`config.mk`:
```
export PLATFORM = sky130hd
export DESIGN_NAME = lcd_nibble_writer
export DESIGN_NICKNAME = d
export VERILOG_FILES = /design/src/rtl/lcd_nibble_writer.sv
export SDC_FILE = /design/constraint.sdc
export NUM_CORES = 1
export LEC_CHECK = 0
export CORE_MARGIN = 4
export CORE_UTILIZATION = 45
export DETAILED_ROUTE_END_ITERATION = 8
export GPL_TIMING_DRIVEN = 0
export PLACE_DENSITY = 0.63
export SETUP_SLACK_MARGIN = 0.3
export SYNTH_ARGS = -nofsm -noshare
export SYNTH_HDL_FRONTEND = slang
export SYNTH_SLANG_ARGS = --single-unit
```
`constraint.sdc`:
```
create_clock -name clk -period 3.58 [get_ports clk]
set_clock_uncertainty 0.2 [all_clocks]
set_input_delay 0.358 -clock clk [delete_from_list [all_inputs] [get_ports clk]]
set_output_delay 0.358 -clock clk [all_outputs]
set_load 0.01 [all_outputs]
```
`src/rtl/lcd_nibble_writer.sv`:
```
// HD44780 4-bit mode byte transmitter: power-on nibble sequence, then
// handshake-fed bytes split into two E-strobed nibbles plus completion wait.
module lcd_nibble_writer #(
    parameter int unsigned T_POWERUP    = 750000,
    parameter int unsigned T_INIT_GAP1  = 205000,
    parameter int unsigned T_INIT_GAP2  = 5000,
    parameter int unsigned T_INIT_GAP3  = 2000,
    parameter int unsigned T_SETUP      = 2,
    parameter int unsigned T_PULSE      = 12,
    parameter int unsigned T_HOLD       = 2,
    parameter int unsigned T_NIBBLE_GAP = 50,
    parameter int unsigned T_CMD        = 2000,
    parameter int unsigned T_CLEAR      = 82000
) (
    input  logic       clk,
    input  logic       rst,
    input  logic [7:0] din,
    input  logic       rs_in,
    input  logic       wr_valid,
    output logic       wr_ready,
    output logic       init_done,
    output logic [3:0] dataout,
    output logic [2:0] control
);

    typedef enum logic [2:0] {
        PWR_WAIT,
        SETUP,
        PULSE,
        HOLD,
        INIT_GAP,
        IDLE,
        GAP,
        POST
    } state_t;

    state_t      state, state_n;
    logic [31:0] cnt, cnt_n;
    logic [1:0]  idx, idx_n;
    logic        lo, lo_n;
    logic [7:0]  byte_q, byte_n;
    logic        rs_q, rs_n;
    logic [3:0]  data_n;
    logic [2:0]  ctrl_n;
    logic        ready_n, done_n;
    logic        last;
    logic        is_clear;

    function automatic logic [3:0] init_nib(input logic [1:0] i);
        return (i == 2'd3) ? 4'h2 : 4'h3;
    endfunction

    function automatic logic [31:0] init_gap(input logic [1:0] i);
        case (i)
            2'd0:    return T_INIT_GAP1;
            2'd1:    return T_INIT_GAP2;
            default: return T_INIT_GAP3;
        endcase
    endfunction

    assign last     = (cnt == 32'd1);
    assign is_clear = !rs_q && (byte_q >= 8'd1) && (byte_q <= 8'd3);

    always_ff @(posedge clk or posedge rst) begin
        if (rst) begin
            state     <= PWR_WAIT;
            cnt       <= T_POWERUP;
            idx       <= 2'd0;
            lo        <= 1'b0;
            byte_q    <= 8'd0;
            rs_q      <= 1'b0;
            dataout   <= 4'd0;
            control   <= 3'd0;
            wr_ready  <= 1'b0;
            init_done <= 1'b0;
        end else begin
            state     <= state_n;
            cnt       <= cnt_n;
            idx       <= idx_n;
            lo        <= lo_n;
            byte_q    <= byte_n;
            rs_q      <= rs_n;
            dataout   <= data_n;
            control   <= ctrl_n;
            wr_ready  <= ready_n;
            init_done <= done_n;
        end
    end

    // Outputs are registered: each transition loads the next phase's pins.
    always_comb begin
        state_n = state;
        cnt_n   = cnt - 32'd1;
        idx_n   = idx;
        lo_n    = lo;
        byte_n  = byte_q;
        rs_n    = rs_q;
        data_n  = dataout;
        ctrl_n  = control;
        ready_n = wr_ready;
        done_n  = init_done;
        case (state)
            PWR_WAIT: begin
                if (last) begin
                    state_n = SETUP;
                    cnt_n   = T_SETUP;
                    data_n  = init_nib(idx);
                    ctrl_n  = 3'b000;
                end
            end
            SETUP: begin
                if (last) begin
                    state_n = PULSE;
                    cnt_n   = T_PULSE;
                    ctrl_n  = {1'b1, rs_q, 1'b0};
                end
            end
            PULSE: begin
                if (last) begin
                    state_n = HOLD;
                    cnt_n   = T_HOLD;
                    ctrl_n  = {1'b0, rs_q, 1'b0};
                end
            end
            HOLD: begin
                if (last) begin
                    ctrl_n = 3'b000;
                    if (!init_done) begin
                        state_n = INIT_GAP;
                        cnt_n   = init_gap(idx);
                    end else if (!lo) begin
                        state_n = GAP;
                        cnt_n   = T_NIBBLE_GAP;
                    end else begin
                        state_n = POST;
                        cnt_n   = is_clear ? T_CLEAR : T_CMD;
                    end
                end
            end
            INIT_GAP: begin
                if (last) begin
                    if (idx == 2'd3) begin
                        state_n = IDLE;
                        done_n  = 1'b1;
                        ready_n = 1'b1;
                    end else begin
                        idx_n   = idx + 2'd1;
                        state_n = SETUP;
                        cnt_n   = T_SETUP;
                        data_n  = init_nib(idx + 2'd1);
                    end
                end
            end
            IDLE: begin
                cnt_n = cnt;
                if (wr_valid && wr_ready) begin
                    byte_n  = din;
                    rs_n    = rs_in;
                    lo_n    = 1'b0;
                    ready_n = 1'b0;
                    data_n  = din[7:4];
                    ctrl_n  = {1'b0, rs_in, 1'b0};
                    state_n = SETUP;
                    cnt_n   = T_SETUP;
                end
            end
            GAP: begin
                if (last) begin
                    lo_n    = 1'b1;
                    data_n  = byte_q[3:0];
                    ctrl_n  = {1'b0, rs_q, 1'b0};
                    state_n = SETUP;
                    cnt_n   = T_SETUP;
                end
            end
            POST: begin
                if (last) begin
                    state_n = IDLE;
                    ready_n = 1'b1;
                end
            end
            default: begin
                state_n = PWR_WAIT;
                cnt_n   = T_POWERUP;
            end
        endcase
    end

endmodule

```
==> flow_summary.json, run 1 <==
{
  "outcome": "finished, final reports clean",
  "clockBufferDepth": 2,
  "nets": 447,
  "cp-start-kind": "flip-flop",
  "hold_viol_final": 0,
  "synth.most_common_cell": "nand2_1",
  "async_flop_share_pct": 100,
  "finalPower_uw": 1080,
  "drc": 0,
  "io_buffers": 19,
  "yosys_register_bits": 55,
  "netlist_area_sq_mm": 0.00336,
  "synthTopCellsByArea": "dfrtp_1 (34%), dfstp_2 (7.8%), nand2_1 (5.7%), a21oi_1 (4.6%), nor2_1 (3.8%)",
  "cellLeakagePower_uw": 0.00157,
  "grt_pass1_vias": 3038,
  "via_count": 3160,
  "antenna_found_initial": 0,
  "grt.overflow.total": 0,
  "synth-compound-area-share_pct": 20.6,
  "routabilityCongestion": 0.890,
  "crit_slowest_cell": "or4_4",
  "place_area_sq_mm": 0.00369,
  "p_per_area_mw_per_mm2": 276,
  "critical_path_class": "reg -> reg",
  "drt-wirelength-per-cell_um": 17.4,
  "finalWorstSetupSlack_ns": 0.286,
  "period_needed_ns": 3.29,
  "fin_crit_sh_pct": 92.0,
  "syn_nets": 415,
  "cts.sinks": 55,
  "synth_commonest_cells": "nand2_1 (51), dfrtp_1 (45), nor2_1 (34), a21oi_1 (31), o21ai_0 (23)",
  "ir_drop_v": 0.000150,
  "drt-initial-drc-count": 264,
  "relSlewSlack_pct": 38.8,
  "synthAdderAreaFrac_pct": 2.61,
  "synthMuxAreaShare_pct": 2.49,
  "syn_area_per_cell_sq_um": 8.49,
  "arrival_ns": 3.34,
  "fin_area_sq_mm": 0.00392,
  "path_cells": "or4_4, buf_6, or3_1, buf_6, or4_4, or4b_4, or3_1, o21ai_0",
  "drive_gt1_share_pct": 13.3,
  "grt_usage_pct": 21.8,
  "cts_max_level": 2,
  "rsz0062_at_grt": "yes",
  "dp_slack_ns": -0.164,
  "ys_types": 60,
  "core_area_sq_mm": 0.00725,
  "fillers": 706,
  "slew_viol_final": 0,
  "path_clk_slew_ns": 0.11,
  "yosysTopAreaCell": "dfrtp_1",
  "synth_top_family_by_area": "simple AND/OR/NAND/NOR gates",
  "yosys_warnings": 0,
  "die_h_um": 94.4,
  "ys_seq_area_share_pct": 41.3,
  "clock_latency_ns": 0.32,
  "cp_slowest_stage_delay_ns": 0.53,
  "viasPerCell": 5.98,
  "worstMarginPinSlew_ns": 0.918,
  "cp_max_fo": 6,
  "cts_root_buf": "clkbuf_8",
  "die_x_um": 94.4,
  "hpwl_mm": 6.66,
  "yosys.area_share.simple_pct": 25.1,
  "rows": 31,
  "detail-route-antenna-nets": 0,
  "postCtsHoldBufs": 0,
  "final-seq-area_sq_mm": 0.00139,
  "synthCells": 396,
  "grt_pass1_wl_mm": 15.3,
  "diodes": 0,
  "cts_tree": "yes",
  "initial_utilization_pct": 46.3,
  "cts_made_buffers": 5,
  "setup_viol": 0,
  "min_path_type": "in -> async",
  "cp.required_ns": 3.62,
  "io_pins": 21,
  "synth_top_area_share_pct": 33.5,
  "wl_mm": 9.21,
  "layout-area-overhead-vs-synth_pct": 16.8,
  "synth_top_flop_cell": "dfrtp_1",
  "dr.pass1.iters": 5,
  "maxCapViolCount": 0,
  "synth_edf_count": 0,
  "cp-end-kind": "flip-flop",
  "synthXorXnorAreaFrac_pct": 3.39,
  "grt_start_max_net_pins": 32,
  "dieArea_sq_mm": 0.00892,
  "max_freq_mhz": 304,
  "multi_input_area_sq_mm": 0.00188
}
cells in the final DEF, fill, tap and decap left out, drive strengths merged, types with 2 or more instances in the layout:
cell / n
or3: 4
inv: 14
clkinv: 2
o21ai: 23
or2: 9
a31oi: 11
xnor2: 9
dfrtp: 45
nor4b: 2
a22oi: 2
xor2: 4
or4: 9
a21o: 7
nand3: 9
nand2b: 4
o2bb2ai: 2
dfstp: 10
nor4: 14
and3: 2
a21oi: 31
mux2i: 5
nor2b: 4
nand4: 5
clkdlybuf4s50: 19
nand2: 51
ha: 7
o21a: 3
nor3: 11
buf: 14
o211ai: 6
and2: 3
a32o: 3
or4b: 2
clkbuf: 20
mux2: 3
nor2: 34
o31ai: 3
a211oi: 2
worst paths after layout:
kind                            startpoint        end  slack (ns)  depth (start not counted)
worst max-delay path                cnt[6]    cnt[25]        0.29                          8
worst min-delay path                   rst    cnt[18]        0.19                          2
worst max register to register      cnt[6]    cnt[25]        0.29                          8
worst min register to register   byte_q[7]  byte_q[7]        0.29                          2
max in group asynchronous              rst     cnt[4]        2.35                          3
min in group clk                 byte_q[7]  byte_q[7]        0.29                          2
final cells by class:
class | count | area share [%]
multi-input cells | 304 | 47.8
flip-flops and latches | 55 | 35.5
repair buffers | 25 | 6.31
well taps | 99 | 3.16
plain buffers | 23 | 3.06
clock buffers | 5 | 1.75
inverters | 14 | 1.34
clock inverters | 3 | 1.12
sequential cells by signal, summed over array words and instances (netlist names):
register / cells
state: 3
idx: 2
control: 2
dataout: 4
byte_q: 8
lo: 1
wr_ready: 1
cnt: 32
init_done: 1
rs_q: 1
timing repair:
item,in CTS,in global routing
resized for setup,16,13
pin swaps,1,0
cloned,0,0
buffers inserted,2,3
endpoints found under the setup margin,29,9
report_power, final:
group	switching [uW]	total (uW)	internal (uW)
combinational	15.9	29.7	13.8
clock	223	432	209
sequential	0	621	621
total	239	1080	844
critical path: cells and delay by family, from the launching register on:
family | cells | cell delay, ns
flip-flops | 1 | 0.44
AND/OR/NAND/NOR | 5 | 2.21
buffers and inverters | 2 | 0.27
AO/OA/AOI/OAI | 1 | 0.07
cells by family after synthesis:
| logic type | after synthesis |
|---|---|
| and+or+nand+nor | 167 |
| AOI/OAI and AO/OA | 108 |
| DFF | 55 |
| buffers and inverters | 37 |
| xor gates and xnor gates | 13 |
| muxes | 8 |
| adders and majority gates | 7 |
| other | 1 |
per-layer routing:
metal	GRT usage [%]	part of all wire, %	vias up
li1	-	-	1506
met1	30.8	48	1534
met2	33.8	46	105
met3	4.14	5.0	15
met4	6.74	1.7	0
met5	0	0	-
metrics by stage:
step | std cells | hold WS (ns) | utilization, % | setup TNS, ns
floorplan | 396 | 0.243 | - | 0
global placement | 514 | 0.264 | 50.7 | -0.334
detailed placement | 515 | 0.269 | 50.9 | -0.252
CTS | 525 | 0.219 | 53.4 | 0
global route | 528 | 0.255 | 54.1 | 0
finish | 528 | 0.192 | 54.1 | 0
Power figures use the tool's default switching activity.
==> inputs of run 2 (changes only) <==
Settings changed: ABC_CLOCK_PERIOD_IN_PS set to 3580, CAP_MARGIN set to 20.
==> run 2 against run 1 <==
  * Sequential power about the same
  * Utilization unchanged
  * Register-to-register slack about the same
  * Flip-flop and latch count unchanged
  * Via count unchanged
  * Setup slack unchanged
  * Sequential share of layout area unchanged
  * Non-clock buffer count unchanged
  * Global-route usage unchanged
  * Routed wire length unchanged
  * Die area unchanged
  * Critical path type unchanged
==> flow_summary.json, run 2 (synthesis gave the netlist of run 1 again) <==
{
  "detail-route-antenna-nets": 0,
  "cts_root_buf": "clkbuf_8",
  "rsz0062_at_grt": "yes",
  "drt-initial-drc-count": 264,
  "setup_viol": 0,
  "cp-start-kind": "flip-flop",
  "relSlewSlack_pct": 38.8,
  "grt_usage_pct": 21.8,
  "nets": 447,
  "cts_tree": "yes",
  "die_h_um": 94.4,
  "antenna_found_initial": 0,
  "cp_slowest_stage_delay_ns": 0.53,
  "slew_viol_final": 0,
  "core_area_sq_mm": 0.00725,
  "largest_reg_flops": 32,
  "fin_tns_setup_ns": 0,
  "grt_start_max_net_pins": 32,
  "wl_mm": 9.21,
  "clockBufferDepth": 2,
  "viasPerCell": 5.98,
  "via_count": 3160,
  "hpwl_mm": 6.66,
  "routabilityCongestion": 0.890,
  "cp-end-kind": "flip-flop",
  "drive_gt1_share_pct": 13.3,
  "postCtsHoldBufs": 0,
  "dr.pass1.iters": 5,
  "cellLeakagePower_uw": 0.00157,
  "drc": 0,
  "biggestRegsByFlops": "cnt: 32 flops, byte_q: 8 flops, dataout: 4 flops",
  "path_cells": "or4_4, buf_6, or3_1, buf_6, or4_4, or4b_4, or3_1, o21ai_0",
  "min_path_type": "in -> async",
  "cts_made_buffers": 5,
  "cts.sinks": 55,
  "dieArea_sq_mm": 0.00892,
  "top_register": "cnt",
  "cp.required_ns": 3.62,
  "critPathTopFamily": "simple AND/OR/NAND/NOR gates",
  "layout_common_cells": "nand2_1 (51), dfrtp_1 (43), nor2_1 (34)",
  "hold_viol_final": 0,
  "initial_utilization_pct": 46.3,
  "arrival_ns": 3.34,
  "layout-area-overhead-vs-synth_pct": 16.8,
  "path_buf_inv": 2,
  "cts_max_level": 2,
  "worstMarginPinSlew_ns": 0.918,
  "grt_pass1_wl_mm": 15.3,
  "path_clk_slew_ns": 0.11,
  "drt-wirelength-per-cell_um": 17.4,
  "outcome": "finished, final reports clean",
  "final_common_cell": "nand2_1",
  "io_buffers": 19,
  "io_pins": 21,
  "p_per_area_mw_per_mm2": 276,
  "maxCapViolCount": 0,
  "grt_pass1_vias": 3038,
  "die_x_um": 94.4,
  "finalPower_uw": 1080,
  "ir_drop_v": 0.000150,
  "fin_crit_sh_pct": 92.0,
  "cp_max_fo": 6,
  "critical_path_class": "reg -> reg",
  "clock_latency_ns": 0.32,
  "crit_slowest_cell": "or4_4",
  "rows": 31,
  "diodes": 0,
  "period_needed_ns": 3.29,
  "max_freq_mhz": 304,
  "grt.overflow.total": 0
}
==> run 2: cell counts in the layout (fill, tap and decap cells not counted) <==
Identical to the previous run, type by type.
==> run 2: layer usage <==
metal / global-route usage [%] / vias to the layer above / routed length, um
met3: 4.14 / 15 / 460
met2: 33.8 / 105 / 4200
li1: - / 1506 / -
met4: 6.74 / 0 / 159
met1: 30.8 / 1534 / 4390
met5: 0 / - / 0
==> run 2: what timing repair did <==
item / 4_1_cts / 5_1_grt
pin swaps: 1 / 0
endpoints found under the setup margin: 29 / 9
setup buffers: 2 / 3
gates resized for setup: 16 / 13
endpoints found under the hold margin: 0 / 0
==> run 2: per-stage QoR <==
step	worst slack, ns	cells	instance area, sq um	hold WS (ns)	util, %
2_1_floorplan	0.403	396	3360	0.243	-
3_3_place_gp	-0.183	514	3670	0.264	50.7
4_1_cts	0.299	525	3870	0.219	53.4
5_1_grt	0.257	528	3920	0.255	54.1
3_5_place_dp	-0.164	515	3690	0.269	50.9
6_report	0.286	528	3920	0.192	54.1
==> run 2: layout make-up <==
type,instances,area [sq um]
Inverter,14,52.6
Multi-Input combinational cell,304,1880
Fill cell,706,3330
Clock buffer,5,68.8
Sequential cell,55,1390
Timing Repair Buffer,25,248
Clock inverter,3,43.8
Tap cell,99,124
Buffer,23,120
==> run 2: path summary, 6_finish.rpt <==
| path | cells after the start | slack, ns | end | from |
|---|---|---|---|---|
| setup / recovery | 8 | 0.29 | cnt[25] | cnt[6] |
| hold / removal | 2 | 0.19 | cnt[18] | rst |
| setup reg to reg | 8 | 0.29 | cnt[25] | cnt[6] |
| hold reg to reg | 2 | 0.29 | byte_q[7] | byte_q[7] |
| max in group asynchronous | 3 | 2.35 | cnt[4] | rst |
| min in group clk | 2 | 0.29 | byte_q[7] | byte_q[7] |
==> run 2: worst register-to-register path, stage by stage (launching register included) <==
cell	delay (ns)
dfrtp_2	0.44
or4_4	0.53
buf_6	0.14
or3_1	0.35
buf_6	0.13
or4_4	0.50
or4b_4	0.52
or3_1	0.31
o21ai_0	0.07
==> run 2: where the power goes <==
group	leakage (uW)	switching, uW	internal (uW)	total, uW
sequential	0.000622	0	621	621
clock	0.0000581	223	209	432
combinational	0.000894	15.9	13.8	29.7
